--- config.mk ---
export PLATFORM = sky130hd
export DESIGN_NAME = if_fetch_unit
export DESIGN_NICKNAME = d
export VERILOG_FILES = /design/src/rtl/fetch_pkg.sv /design/src/rtl/if_fetch_queue.sv /design/src/rtl/if_fetch_unit.sv
export SDC_FILE = /design/constraint.sdc
export NUM_CORES = 1
export LEC_CHECK = 0
export CORE_AREA = 5 5 191 193
export CTS_CLUSTER_DIAMETER = 40
export DETAILED_ROUTE_END_ITERATION = 16
export DIE_AREA = 0 0 196 198
export MAX_ROUTING_LAYER = met4
export PLACE_DENSITY = 0.65
export SYNTH_ARGS = -nofsm -noshare
export SYNTH_HDL_FRONTEND = slang
export SYNTH_SLANG_ARGS = --single-unit
--- constraint.sdc ---
create_clock -name clk -period 20.5 [get_ports clk]
set_input_delay 4.1 -clock clk [delete_from_list [all_inputs] [get_ports clk]]
set_output_delay 4.1 -clock clk [all_outputs]
set_load 0.02 [all_outputs]
--- src/rtl/fetch_pkg.sv ---
// fetch_pkg: shared widths, NOP word and the queue entry type
// used by the instruction-fetch unit and its prefetch queue.
package fetch_pkg;

    localparam int INST_W     = 32;
    localparam int ADDR_W     = 32;
    localparam int INST_BYTES = 4;

    localparam logic [INST_W-1:0] NOP = 32'h0000_0000;

    typedef struct packed {
        logic [ADDR_W-1:0] pc;
        logic [INST_W-1:0] inst;
    } fetch_entry_t;

endpackage

--- src/rtl/if_fetch_queue.sv ---
// if_fetch_queue: circular FIFO of fetch_entry_t with flush.
// Flush overrides push; head is the entry at the read pointer.
module if_fetch_queue
    import fetch_pkg::*;
#(
    parameter int DEPTH = 4
) (
    input  logic                   clk,
    input  logic                   rst,
    input  logic                   flush,
    input  logic                   push,
    input  fetch_entry_t           push_data,
    input  logic                   pop,
    output fetch_entry_t           head,
    output logic [$clog2(DEPTH):0] count
);

    localparam int PW = $clog2(DEPTH);
    localparam int CW = PW + 1;

    fetch_entry_t  mem_q [DEPTH];
    logic [PW-1:0] rd_q;
    logic [PW-1:0] wr_q;
    logic [CW-1:0] cnt_q;

    assign head  = mem_q[rd_q];
    assign count = cnt_q;

    // Pointer, occupancy and storage update; pointers wrap naturally.
    always_ff @(posedge clk or posedge rst) begin
        if (rst) begin
            rd_q  <= '0;
            wr_q  <= '0;
            cnt_q <= '0;
            for (int i = 0; i < DEPTH; i++) begin
                mem_q[i] <= '0;
            end
        end else if (flush) begin
            rd_q  <= '0;
            wr_q  <= '0;
            cnt_q <= '0;
        end else begin
            if (push) begin
                mem_q[wr_q] <= push_data;
                wr_q        <= wr_q + PW'(1);
            end
            if (pop) begin
                rd_q <= rd_q + PW'(1);
            end
            cnt_q <= cnt_q + CW'(push) - CW'(pop);
        end
    end

endmodule

--- src/rtl/if_fetch_unit.sv ---
// if_fetch_unit: PC register, ROM fetch control and prefetch queue to ID.
// Optional FETCH_STAT_EN macro adds fetch/flush performance counters.
module if_fetch_unit
    import fetch_pkg::*;
#(
    parameter logic [31:0] RESET_PC = 32'h0000_0000,
    parameter int          QDEPTH   = 4
) (
    input  logic        clk,
    input  logic        rst,
    output logic        rom_ce,
    output logic [31:0] rom_addr,
    input  logic [31:0] rom_inst,
    input  logic        br_valid,
    input  logic [31:0] br_target,
    output logic        id_valid,
    input  logic        id_ready,
    output logic [31:0] id_inst,
    output logic [31:0] id_pc
`ifdef FETCH_STAT_EN
    ,
    output logic [31:0] stat_fetch_cnt,
    output logic [31:0] stat_flush_cnt
`endif
);

    localparam int            CW   = $clog2(QDEPTH) + 1;
    localparam logic [CW-1:0] FULL = CW'(QDEPTH);

    logic [31:0]   pc_q;
    logic [31:0]   pc_d;
    logic          ce_q;
    fetch_entry_t  head;
    fetch_entry_t  hold_q;
    fetch_entry_t  push_data;
    logic [CW-1:0] count;
    logic          pop;
    logic          fetch;
    logic          unused_tgt;

    assign unused_tgt = ^br_target[1:0];

    assign rom_ce    = ce_q;
    assign rom_addr  = {pc_q[31:2], 2'b00};
    assign id_valid  = (count != '0);
    assign pop       = id_valid & id_ready;
    assign fetch     = ce_q & ~br_valid & ((count < FULL) | pop);
    assign push_data = '{pc: rom_addr, inst: rom_inst};

    // Empty queue keeps showing the last head seen by ID.
    assign id_inst = id_valid ? head.inst : hold_q.inst;
    assign id_pc   = id_valid ? head.pc   : hold_q.pc;

    // Next PC: redirect first, then sequential advance, else hold.
    always_comb begin
        pc_d = pc_q;
        if (br_valid) begin
            pc_d = {br_target[31:2], 2'b00};
        end else if (fetch) begin
            pc_d = pc_q + 32'(INST_BYTES);
        end
    end

    // PC, chip-enable and last-head registers.
    always_ff @(posedge clk or posedge rst) begin
        if (rst) begin
            pc_q   <= {RESET_PC[31:2], 2'b00};
            ce_q   <= 1'b0;
            hold_q <= '{pc: 32'h0, inst: NOP};
        end else begin
            pc_q <= pc_d;
            ce_q <= 1'b1;
            if (id_valid) begin
                hold_q <= head;
            end
        end
    end

    if_fetch_queue #(
        .DEPTH (QDEPTH)
    ) u_queue (
        .clk       (clk),
        .rst       (rst),
        .flush     (br_valid),
        .push      (fetch),
        .push_data (push_data),
        .pop       (pop),
        .head      (head),
        .count     (count)
    );

`ifdef FETCH_STAT_EN
    logic [31:0] fetch_cnt_q;
    logic [31:0] flush_cnt_q;

    assign stat_fetch_cnt = fetch_cnt_q;
    assign stat_flush_cnt = flush_cnt_q;

    // Free-running wrap-around event counters.
    always_ff @(posedge clk or posedge rst) begin
        if (rst) begin
            fetch_cnt_q <= '0;
            flush_cnt_q <= '0;
        end else begin
            if (fetch) begin
                fetch_cnt_q <= fetch_cnt_q + 32'd1;
            end
            if (br_valid) begin
                flush_cnt_q <= flush_cnt_q + 32'd1;
            end
        end
    end
`endif

endmodule
After elaboration in Yosys (flattened, before gate mapping)
Cells that the tools add are included.

operators by class
  reductions and logical operators = 5
  add/sub/neg operators = 5
  multipliers = 0
  equal/unequal tests = 0
  bitwise logic cells = 7
  div/mod/pow operators = 0
  muxes and demuxes = 15
  shifts and indexed selects = 0
  order comparisons = 4

operators by type and width
  cell                     number
  $bwmux W256              1
  $mux W64                 3
  $bmux W64 S2             1
  $demux W64 S2            1
  $mux W32                 4
  $add A32 B3 Y32 const B  1
  $mux W2                  4
  $ge A3 B3 Y1 const B     2
  $not A2 Y3               2
  $add A2 B1 Y2 const B    2
  $reduce_bool A2 Y1       2
  $add A3 B1 Y3            1
  $and A1 B1 Y1            3
  $lt A3 B1 Y1 const B     1
  $lt A3 B3 Y1 const B     1
  $mux W3                  1
  $reduce_bool A3 Y1       1
  $sub A3 B1 Y3            1
  $reduce_and A2 Y1        1
  $logic_and A1 B1 Y1      1
  $not A1 Y1               1
  $or A1 B1 Y1             1

word-level totals
  memories = 0
  input port bits = 68
  logic and storage cells = 51
  output and inout bits = 98
  bits in read-only memories = 0
  latch bits = 0
  register bits = 360
  memory bits (writable) = 0

Longest topological paths before layout
  depth in word-level cells = 7
  gate-level depth with buffers = 10
  gate-level depth less buffers = 9

By module
A second synthesis with hierarchy kept.

second synthesis, totals
  cell total of the unflattened synthesis = 1006
  area, all modules = 16719.8 um2

modules (own cells, without submodules)
  module          sequential area each (um2)  cells an instance  times used  area each (um2)
  if_fetch_queue  6581.3                      658                1           12553.3
  if_fetch_unit   2377.3                      348                1           4166.5

Worst setup path after synthesis
No wires, ideal clock.

  path kind = flip-flop to output port
  start point = register u_queue.rd_q[0]
  end point = output port id_inst[0]
  data required time = 16400 ps
  path buffers = 2
  path slack = 14445 ps
  data arrival time = 1955 ps
  stages on the path, launching flop included = 5
  path through = dfrtp_1 buf_2 buf_1 mux4_2 mux2_2

between the ends
  word-level cells in the longest chain between the ends = 5

RTL lines
  item                                         RTL line              RTL
  from (decl)                                  if_fetch_queue.sv:22  logic [PW-1:0] rd_q;
  from (signal assigned)                       if_fetch_queue.sv:48  rd_q <= rd_q + PW'(1);
  $not A2 Y3 (not written as such)             if_fetch_queue.sv:26  assign head = mem_q[rd_q];
  $bmux W64 S2                                 if_fetch_queue.sv:26
  $mux W64 (not written as such) (2 in a row)  if_fetch_queue.sv:26
  $mux W32                                     if_fetch_unit.sv:51   assign id_inst = id_valid ? head.inst : hold_q.inst;
  to (decl)                                    if_fetch_unit.sv:18   output logic [31:0] id_inst,

Every way passes these cells. The select of a mux whose other input is x is not followed.

Final worst setup path
  start point = register u_queue.rd_q[0]
  end point = output port id_pc[27]

between the ends
  word-level cells in the longest chain between the ends = 5

RTL lines
  item                                         RTL line              RTL
  $not A2 Y3 (not written as such)             if_fetch_queue.sv:26
  $bmux W64 S2                                 if_fetch_queue.sv:26
  $mux W64 (not written as such) (2 in a row)  if_fetch_queue.sv:26
  $mux W32                                     if_fetch_unit.sv:52   assign id_pc = id_valid ? head.pc : hold_q.pc;
  to (decl)                                    if_fetch_unit.sv:19   output logic [31:0] id_pc

Every way passes these cells. The select of a mux whose other input is x is not followed.

==> reports/qor.yml <==
die:
  die_y_um: 198
  die_x_um: 196
  start_util_pct: 44.39
  coreArea_um2: 34370
  ios: 166
  rows: 68
  die_area_um2: 38810
critical_path:
  timing.critical_path.buf_inv: 2
  cp_slowest_stage_delay_ns: 0.75
  crit_path_start: "u_queue.rd_q[0]"
  cp_num_cells: 4
  reg2reg_setup_slack_ns: 17.44
  crit_fanout: 41
  cpMaxStageDelayCell: "dfrtp_4"
  critPathTopFamily: "buffers and inverters"
  worstPathCellList: "buf_4 -> mux4_2 -> mux2_2 -> clkdlybuf4s50_1"
  critPathArrivalTime_ns: 3.60
  required_ns: 16.40
  critical_path.endpoint_type: "primary output"
  reg2reg_depth: 10
  regToRegEndpoint: "u_queue.count[2]"
  crit_type: "reg2out"
  startpoint_type: "flop"
  r2r_start: "u_queue.count[1]"
min_path:
  min_from: "hold_q[52]"
  holdPathEnd: "hold_q[52]"
  hold_depth: 1
  hold_class: "reg2reg"
job:
  cap_violations: 0
layout:
  layout-drive-gt1-share_pct: 40.75
  stdcell_area_um2: 19100
  seq_area_um2: 8716
  final_net_count: 1230
  multi_input_area_um2: 6192
  final_common_cell: "dfrtp_1"
  mostFrequentLayoutCells: "346 x dfrtp_1, 311 x mux2_2, 159 x clkdlybuf4s50_1, 62 x mux4_2, 54 x clkbuf_16"
  areaGrowthSynthToFinish_pct: 25.17
  fillers: 2803
clock_network:
  cts_inserted_buffers: 52
  clk_latency_ns: 0.58
  cts_resized: 0
  path_clk_slew_ns: 0.05
  htreeDepth: 2
  post_cts_buffers: 0
  cts_sinks: 348
  hold_buffers: 0
  cts_max_path_buffers: 3
  cts_root_buffer: "clkbuf_16"
  cts_tree: "built"
route:
  wire_per_inst_um: 20.89
  ant_nets: 0
  firstDrtPassIters: 4
  route.vias.total: 9116
  drt_wl_total_um: 34510
  detail_route.drc_violations: 0
  initialDrtViolationCount: 333
  via_per_inst: 5.518
pwr:
  p_per_area_nw_per_um2: 167.6
  power_frac_clock_pct: 29.7
  seqPwrFrac_pct: 34.7
  p_sw_share_pct: 30.34
  finalPower_mw: 3.200
  leakagePower_nw: 8.126
  ir_drop_mv: 0.1021
  p_int_mw: 2.229
  comb_power_share_pct: 35.6
  p_switching_mw: 0.9710
yosys:
  ys_types: 48
  syn_avg_cell_area_um2: 15.15
  yosys_warnings: 0
  syn_inst: 1007
  yosysSeqAreaShare_pct: 57.07
  ys_seq_elements: 348
  netlist_area_um2: 15260
timing:
  finalHoldViolCount: 0
  slew_violations: 0
  setup_viol: 0
  timing.slew.headroom_pct: 25.60
  period_needed_ns: 7.702
  holdWs_ns: 0.4937
  rsz0062_at_grt: "false"
  fin_crit_sh_pct: 37.57
  fmax_mhz: 129.8
  finalClockSkew_ns: 0.02081
  fin_ws_ns: 12.80
  worst_pin_slew_ns: 1.116
  setup_tns_ns: 0
placement:
  place.gp.congestion: 0.7821
  dp_hpwl_um: 20270
  port_buffers: 159
  place_ws_ns: 12.40
  post_dp_cell_area_um2: 17200
global_routing:
  grt_start_max_net_pins: 185
  grt_pass1_vias: 9782
  antenna_found_initial: 1
  gr-usage-all-layers_pct: 18.88
  grt_overflow_total: 0
  grt_pass1_wl_um: 56250
outcome:
  status: "completed"
## area by class of cell
type	count	area share (%)
sequential	348	45.63
multi-input combinational	574	32.42
timing repair buffer	169	8.791
clock buffer	63	7.514
tap	455	2.981
clock inverter	32	2.417
inverter	9	0.2162
antenna	2	0.02620
## power by group through the flow
stage                     Clock (mW)  Sequential [mW]  Combinational (mW)
final                          0.950             1.11                1.14
after global routing            1.00             1.15                1.23
after CTS                      0.970             1.11                1.16
after detailed placement           0             1.12                1.16
after global placement             0             1.11                1.14
after floorplan                    0             1.07               0.779
## per-stage QoR
step	cells	utilization, %
after floorplan	1010	-
after global placement	1555	50.03
after detailed placement	1555	50.03
after CTS	1650	55.55
after global routing	1651	55.56
final	1652	55.57
## how the worst max path moves through the flow
stage / slack (ns) / endpoint
floorplan: 6.75 / hold_q[0]
global placement: 12.42 / u_queue.mem_q[114]
detailed placement: 12.40 / u_queue.mem_q[72]
CTS: 12.67 / id_pc[25]
global route: 12.58 / id_inst[14]
finish: 12.80 / id_pc[27]
## state kept, by name (all words and copies together) (netlist names)
| name | count |
|---|---|
| u_queue.wr_q | 2 |
| hold_q | 62 |
| u_queue.mem_q | 248 |
| pc_q | 30 |
| rom_ce | 1 |
| u_queue.count | 3 |
| u_queue.rd_q | 2 |
## per-layer routing
metal / vias up / global-route usage, % / wire (um)
met5: - / - / 0
met4: 0 / 4.913 / 502
met3: 39 / 3.658 / 1729
met2: 210 / 28.62 / 16400
met1: 4823 / 26.48 / 15880
li1: 4044 / - / -
## cell families after synthesis
logic type | synth area share [%]
AO/OA/AOI/OAI | 2.255
XOR/XNOR | 0.6888
adder cells (fa/ha/maj) | 0.7052
flip-flops | 57.07
buffers and inverters | 2.649
multiplexers | 32.17
AND/OR/NAND/NOR | 4.412
other | 0.04922
## synth_stat cells (all sizes together)
cell    instances  share of area, %
a21oi           3             0.098
a221o           1             0.066
a22oi           2             0.098
a311oi          1             0.057
a31oi          15              0.62
and2            4              0.16
and3            3              0.12
and4            3              0.18
and4b           1             0.066
buf            50               1.7
clkbuf         29              0.75
clkinv          1             0.025
conb            2             0.049
dfrtp         348                57
fa              1              0.13
ha              7              0.57
inv             8              0.20
mux2          311                23
mux2i           1             0.066
mux4           62               9.2
nand2          27              0.66
nand2b          1             0.041
nand3          15              0.49
nand4          16              0.70
nor2           22              0.54
nor2b           5              0.21
nor3            3             0.098
nor4            2             0.082
nor4b           1             0.057
o211ai          2             0.098
o21a            1             0.049
o21ai          10              0.33
o31a            1             0.057
o31ai          16              0.79
or3             4              0.16
or4            15              0.77
or4b            1             0.066
xnor2           5              0.29
xor2            7              0.40
No activity file was read; power rests on OpenSTA's default activity.
==> RTL change 1, RTL diff (config.mk and constraints unchanged) <==
Add a define of `FETCH_STAT_EN`.
--- a/src/rtl/if_fetch_unit.sv
+++ b/src/rtl/if_fetch_unit.sv
@@ -1,5 +1,7 @@
 // if_fetch_unit: PC register, ROM fetch control and prefetch queue to ID.
 // Optional FETCH_STAT_EN macro adds fetch/flush performance counters.
+`define FETCH_STAT_EN
+
 module if_fetch_unit
     import fetch_pkg::*;
 #(
Function (old outputs only; new: stat_fetch_cnt and stat_flush_cnt): same outputs for any inputs over 4 cycles, from zero or initial values and one cycle with rst high; that may be too few to reach the edited logic, so the function may still have changed.
==> RTL change 1 against the unedited design <==
  * Routed wire length grew 12%
  * Sequential cell count grew 64
  * Power grew 6.2%
  * Count of clock-buffer cells in the layout grew 4
  * Synthesized cell count grew 21%
  * Die area is the same
  * Design area grew 17%
  * Combinational power grew 4%
  * Global-route usage grew 2.0 points
  * Worst setup slack lost 0.057 ns
  * Final cell count grew 18%
  * Area after synthesis grew 18%
  * Largest cell class unchanged
==> RTL change 1: results (changes against the unedited design) <==
metric,value,unit,change
largest cells by area after synthesis,"dfrtp_1 57%, mux2_2 20%, mux4_2 7.8%, xnor2_1 2.7%, xor2_1 2.0%",,"was dfrtp_1 57%, mux2_2 23%, mux4_2 9.2%, buf_2 1.1%, o31ai_1 0.79%"
Tot GR Track Use,20.9,%,was 18.9%
XOR/XNOR Fraction of Synth Area,4.69,%,was 0.689%
Critical Path Sink,id_pc[5],,was id_pc[27]
Num CTS Buffers,56,,was 52
dpl ws,12.18,ns,was 12.40 ns
DR iter-0 viols,352,,was 333
vias in the first global route,11599,,was 9782
worst reg2reg setup slack,17.61,ns,was 17.44 ns
final wirelength,38600,um,was 34500 um
share of cells above drive strength 1,34.0,%,was 40.8%
first-pass GRT wire length,63500,um,was 56200 um
biggest regs,"u_queue.mem_q x248, hold_q x62",,"was u_queue.mem_q x248, hold_q x62, pc_q x30"
via count,10623,,was 9116
Hold Path Origin,stat_flush_cnt[31],,was hold_q[52]
"Max FO, Critical Path",35,,was 41
Worst R2R Path Depth,9,,was 10
Post-CTS Setup Inserts,0,,unchanged
Post-Synth Adder-Cell Area,0.739,%,was 0.705%
WHS Endpoint,stat_flush_cnt[31],,was hold_q[52]
PostCTS Resize Cnt,0,,unchanged
GR Util met3,3.98,%,was 3.66%
yosys warns,0,,unchanged
Setup Skew,0.0115,ns,was 0.0208 ns
leakage power,9.80,nW,was 8.13 nW
met2 GRT Util,32.2,%,was 28.6%
peak supply drop,102,uV,about the same
DRC violations left,0,,unchanged
CTS Buffer Depth,3,,unchanged
met1 Resource Use GR,29.1,%,was 26.5%
"Async S/R FF share, synth",100,%,unchanged
largest net degree at the start of global routing,130,,was 185
worst slew pin tran,1.12,ns,about the same
post-synthesis compound-gate area fraction,0.837,%,was 2.26%
hold crit path type,flop to flop,,unchanged
first-pass iteration count of the detailed router,4,,unchanged
n_diodes,0,,was 2
Worst Path Arrival,3.66,ns,was 3.60 ns
Port-buffer cells,223,,was 159
"Seq/Total Area, Yosys",57.5,%,was 57.1%
post-placement cell area,0.0205,mm^2,was 0.0172 mm^2
Layout fillers,2604,,was 2803
post-synthesis mux area share,27.5,%,was 32.2%
dpl hpwl,23300,um,was 20300 um
hold depth,1,,unchanged
Synth cell types,40,,was 48
Final Net Count,1519,,was 1230
initial antenna violation count,0,,was 1
worst reg2reg path endpoint,u_queue.count[2],,unchanged
routability cong.,0.781,,was 0.782
Synth top cells by count,"412 x dfrtp_1, 313 x mux2_2, 62 x mux4_2",,"was 348 x dfrtp_1, 311 x mux2_2, 62 x mux4_2"
reg-to-reg startpoint,u_queue.count[1],,unchanged
status,completed,,unchanged
"Clk Latency, worst-skew pair",0.58,ns,about the same
-- RTL change 1: changes by cell type in the layout (fill, tap and decap cells not counted), moves of 19 or more --
cell             change
nand3_1             +19
dfrtp_1             +64
nand2_1             +34
clkdlybuf4s50_1     +63
xor2_1              +33
xnor2_1             +51
-- RTL change 1: metal layers --
layer	wire, um	part of all wire (%)
met1	18000	47
met2	18100	47
met3	1820	4.7
met4	660	1.7
met5	0	0
-- RTL change 1: power breakdown --
group	switching, mW	leakage, nW	total, mW	internal [mW]
clock	0.379	0.897	0.960	0.581
combinational	0.519	3.69	1.18	0.662
sequential	0.160	5.21	1.26	1.10
total	1.06	9.80	3.40	2.34
-- RTL change 1: area by class of cell --
class	instances	area [um^2]	share of cell area [%]
clock buffers	67	1490	6.68
clock inverters	39	390	1.75
inverters	16	67.6	0.302
multi-input cells	725	7250	32.4
flip-flops and latches	412	10300	46.1
well taps	455	569	2.55
repair buffers	230	2280	10.2
-- RTL change 1: metrics by stage --
step | hold WS (ns) | instances | total power [mW]
floorplan | 0.474 | 1226 | 2.01
global placement | 0.459 | 1838 | 2.44
detailed placement | 0.462 | 1838 | 2.47
CTS | 0.473 | 1944 | 3.45
global route | 0.491 | 1944 | 3.58
finish | 0.471 | 1944 | 3.40
-- RTL change 1: kinds of logic (layout without fill, tap and decap cells) --
family,after synthesis,after routing
AO/OA/AOI/OAI,30,30
XOR/XNOR,96,96
multiplexers,376,376
buffers and inverters,89,352
adder cells (fa/ha/maj),10,10
AND/OR/NAND/NOR,208,208
other,2,5
flip-flops,412,412
-- RTL change 1: worst max-delay path, stage by stage, from the launching register on --
cell and delay, ns:
dfrtp_4 0.86, buf_4 0.73, mux4_2 0.59, mux2_2 0.32, clkdlybuf4s50_1 0.55
==> RTL change 2, RTL diff (same flow settings) <==
Without the edit above. Register the input `br_target` before use, with the module's reset. The logic sees it one clock later. The other inputs are not delayed to match.
--- a/src/rtl/if_fetch_unit.sv
+++ b/src/rtl/if_fetch_unit.sv
@@ -27,6 +27,16 @@
     localparam int            CW   = $clog2(QDEPTH) + 1;
     localparam logic [CW-1:0] FULL = CW'(QDEPTH);
 
+    logic [31:0] br_target_q;
+
+    always_ff @(posedge clk or posedge rst) begin
+        if (rst) begin
+            br_target_q <= '0;
+        end else begin
+            br_target_q <= br_target;
+        end
+    end
+
     logic [31:0]   pc_q;
     logic [31:0]   pc_d;
     logic          ce_q;
@@ -38,7 +48,7 @@
     logic          fetch;
     logic          unused_tgt;
 
-    assign unused_tgt = ^br_target[1:0];
+    assign unused_tgt = ^br_target_q[1:0];
 
     assign rom_ce    = ce_q;
     assign rom_addr  = {pc_q[31:2], 2'b00};
@@ -55,7 +65,7 @@
     always_comb begin
         pc_d = pc_q;
         if (br_valid) begin
-            pc_d = {br_target[31:2], 2'b00};
+            pc_d = {br_target_q[31:2], 2'b00};
         end else if (fetch) begin
             pc_d = pc_q + 32'(INST_BYTES);
         end
Formal check against the unedited RTL: not equivalent (Yosys sat finds a counterexample within 4 cycles, from zero or initial values and one cycle with rst high).
==> RTL change 2 against the unedited design <==
  * Worst setup slack lost 0.068 ns
  * Die area is the same
  * Sequential cell count grew 30
  * Clock power hardly changed
  * Non-clock buffer count up 2
  * Area after synthesis is 5.3% higher
  * Global-route usage grew 0.77 points
  * Design area grew 4.4%
  * Routed wire length is 4.8% higher
  * Clock skew down 0.0010 ns
  * Utilization rose by 2.5 points
  * First-iteration DRC count is 76% higher
  * Power increased by 2.4%
==> RTL change 2: results (changes against the unedited design) <==
metric,value,unit,change
status,completed,,unchanged
final wirelength,36200,um,was 34500 um
dpl cells,1612,,was 1555
share of cells above drive strength 1,39.5,%,was 40.8%
hold depth,2,,was 1
Tot GR Track Use,19.6,%,was 18.9%
Final Net Count,1289,,was 1230
Fin Hold WS,0.444,ns,was 0.494 ns
Internal,2.29,mW,was 2.23 mW
WHS Endpoint,pc_q[8],,was hold_q[52]
CTS Root Cell,clkbuf_16,,unchanged
Worst R2R Path Depth,5,,was 10
largest net degree at the start of global routing,110,,was 185
GR Util met3,3.66,%,unchanged
"slowest stage delay, CP",0.81,ns,was 0.75 ns
leakage power,8.53,nW,was 8.13 nW
worst reg2reg path endpoint,u_queue.mem_q[110],,was u_queue.count[2]
dpl ws,13.20,ns,was 12.40 ns
"Slowest-stage cell, CP",buf_4,,was dfrtp_4
Hold Path Origin,br_target_q[8],,was hold_q[52]
Port-buffer cells,159,,unchanged
post-placement cell area,0.0181,mm^2,was 0.0172 mm^2
vias in the first global route,10138,,was 9782
Max H-tree Level,2,,unchanged
routability cong.,0.777,,was 0.782
met2 WL,16800,um,was 16400 um
met2 GRT Util,29.6,%,was 28.6%
drt wl/cell,21.1,um,was 20.9 um
met3 wire len,1980,um,was 1730 um
biggest regs,"u_queue.mem_q x248, hold_q x62",,"was u_queue.mem_q x248, hold_q x62, pc_q x30"
"Max FO, Critical Path",40,,was 41
worst slew pin tran,1.13,ns,was 1.12 ns
Setup Skew,0.0198,ns,was 0.0208 ns
DR iter-0 viols,586,,was 333
Synth top cells by count,"378 x dfrtp_1, 310 x mux2_2, 62 x mux4_2",,"was 348 x dfrtp_1, 311 x mux2_2, 62 x mux4_2"
dpl hpwl,20900,um,was 20300 um
Vias per Instance,5.57,,was 5.52
first-pass GRT wire length,58600,um,was 56200 um
"Clk Latency, worst-skew pair",0.59,ns,
reg-to-reg startpoint,u_queue.count[2],,was u_queue.count[1]
Top Layer Used,met4,,unchanged
Worst path top cell family by delay,buffers and inverters,,unchanged
Worst Path Arrival,3.67,ns,was 3.60 ns
worst reg2reg setup slack,17.40,ns,was 17.44 ns
Synth Instances,1062,,was 1007
first-pass iteration count of the detailed router,4,,unchanged
Clock Pin Slew Worst Setup and Hold Paths,0.06,ns,
M1 wire length,16500,um,was 15900 um
Synth cell types,42,,was 48
"Seq/Total Area, Yosys",58.8,%,was 57.1%
final period utilization,37.9,%,was 37.6%
Num CTS Buffers,54,,was 52
met1 Resource Use GR,27.5,%,was 26.5%
largest cells by area after synthesis,"dfrtp_1 59%, mux2_2 22%, mux4_2 8.7%, clkbuf_1 1.3%, nand3_1 0.75%",,"was dfrtp_1 57%, mux2_2 23%, mux4_2 9.2%, buf_2 1.1%, o31ai_1 0.79%"
peak supply drop,112,uV,was 102 uV
[RTL change 2: cell types whose count changed after synthesis, sizes merged, moves of 6 or more]
| cell | unedited run | this run |
|---|---|---|
| nand3 | 15 | 24 |
| dfrtp | 348 | 378 |
| nor3 | 3 | 13 |
| clkbuf | 29 | 56 |
| o31ai | 16 | 7 |
| a31oi | 15 | 6 |
| or4 | 15 | 5 |
| buf | 50 | 23 |
| a22oi | 2 | 8 |
[RTL change 2: power groups by stage]
stage | clock network (mW) | registers [mW] | logic (mW)
after floorplan | 0 | 1.13 | 0.790
after global placement | 0 | 1.18 | 1.14
after detailed placement | 0 | 1.20 | 1.16
after CTS | 0.977 | 1.19 | 1.16
after global routing | 1.01 | 1.22 | 1.23
final | 0.953 | 1.18 | 1.14
[RTL change 2: how the worst max path moves through the flow]
stage                                from            endpoint  cells past startpoint
after floorplan                       rst     br_target_q[10]                      1
after CTS                 u_queue.rd_q[0]            id_pc[2]                      4
after global placement    u_queue.rd_q[0]            id_pc[9]                      4
after detailed placement         id_ready  u_queue.mem_q[103]                      6
final                     u_queue.rd_q[0]           id_pc[15]                      4
after global routing      u_queue.rd_q[0]            id_pc[2]                      4
[RTL change 2: layout make-up]
cell class	instances	area (um^2)
fill	2715	14400
inverter	13	56.3
timing repair buffer	171	1680
sequential	378	9470
clock inverter	34	402
clock buffer	65	1480
tap	455	569
antenna	1	2.50
multi-input combinational	595	6290
[RTL change 2: cells by family after synthesis]
kind of cell / share of synthesized area, %
muxes: 30.5
xor gates and xnor gates: 0.654
other: 0.0467
and+or+nand+nor: 4.87
DFF: 58.8
buffers and inverters: 2.33
AOI/OAI and AO/OA: 2.05
adders and majority gates: 0.669
[RTL change 2: worst min-delay path, delay by kind of cell, from the launching register on]
family	cells	cell delay, ns
flops	1	0.32
compound gates	1	0.05
simple gates	1	0.04
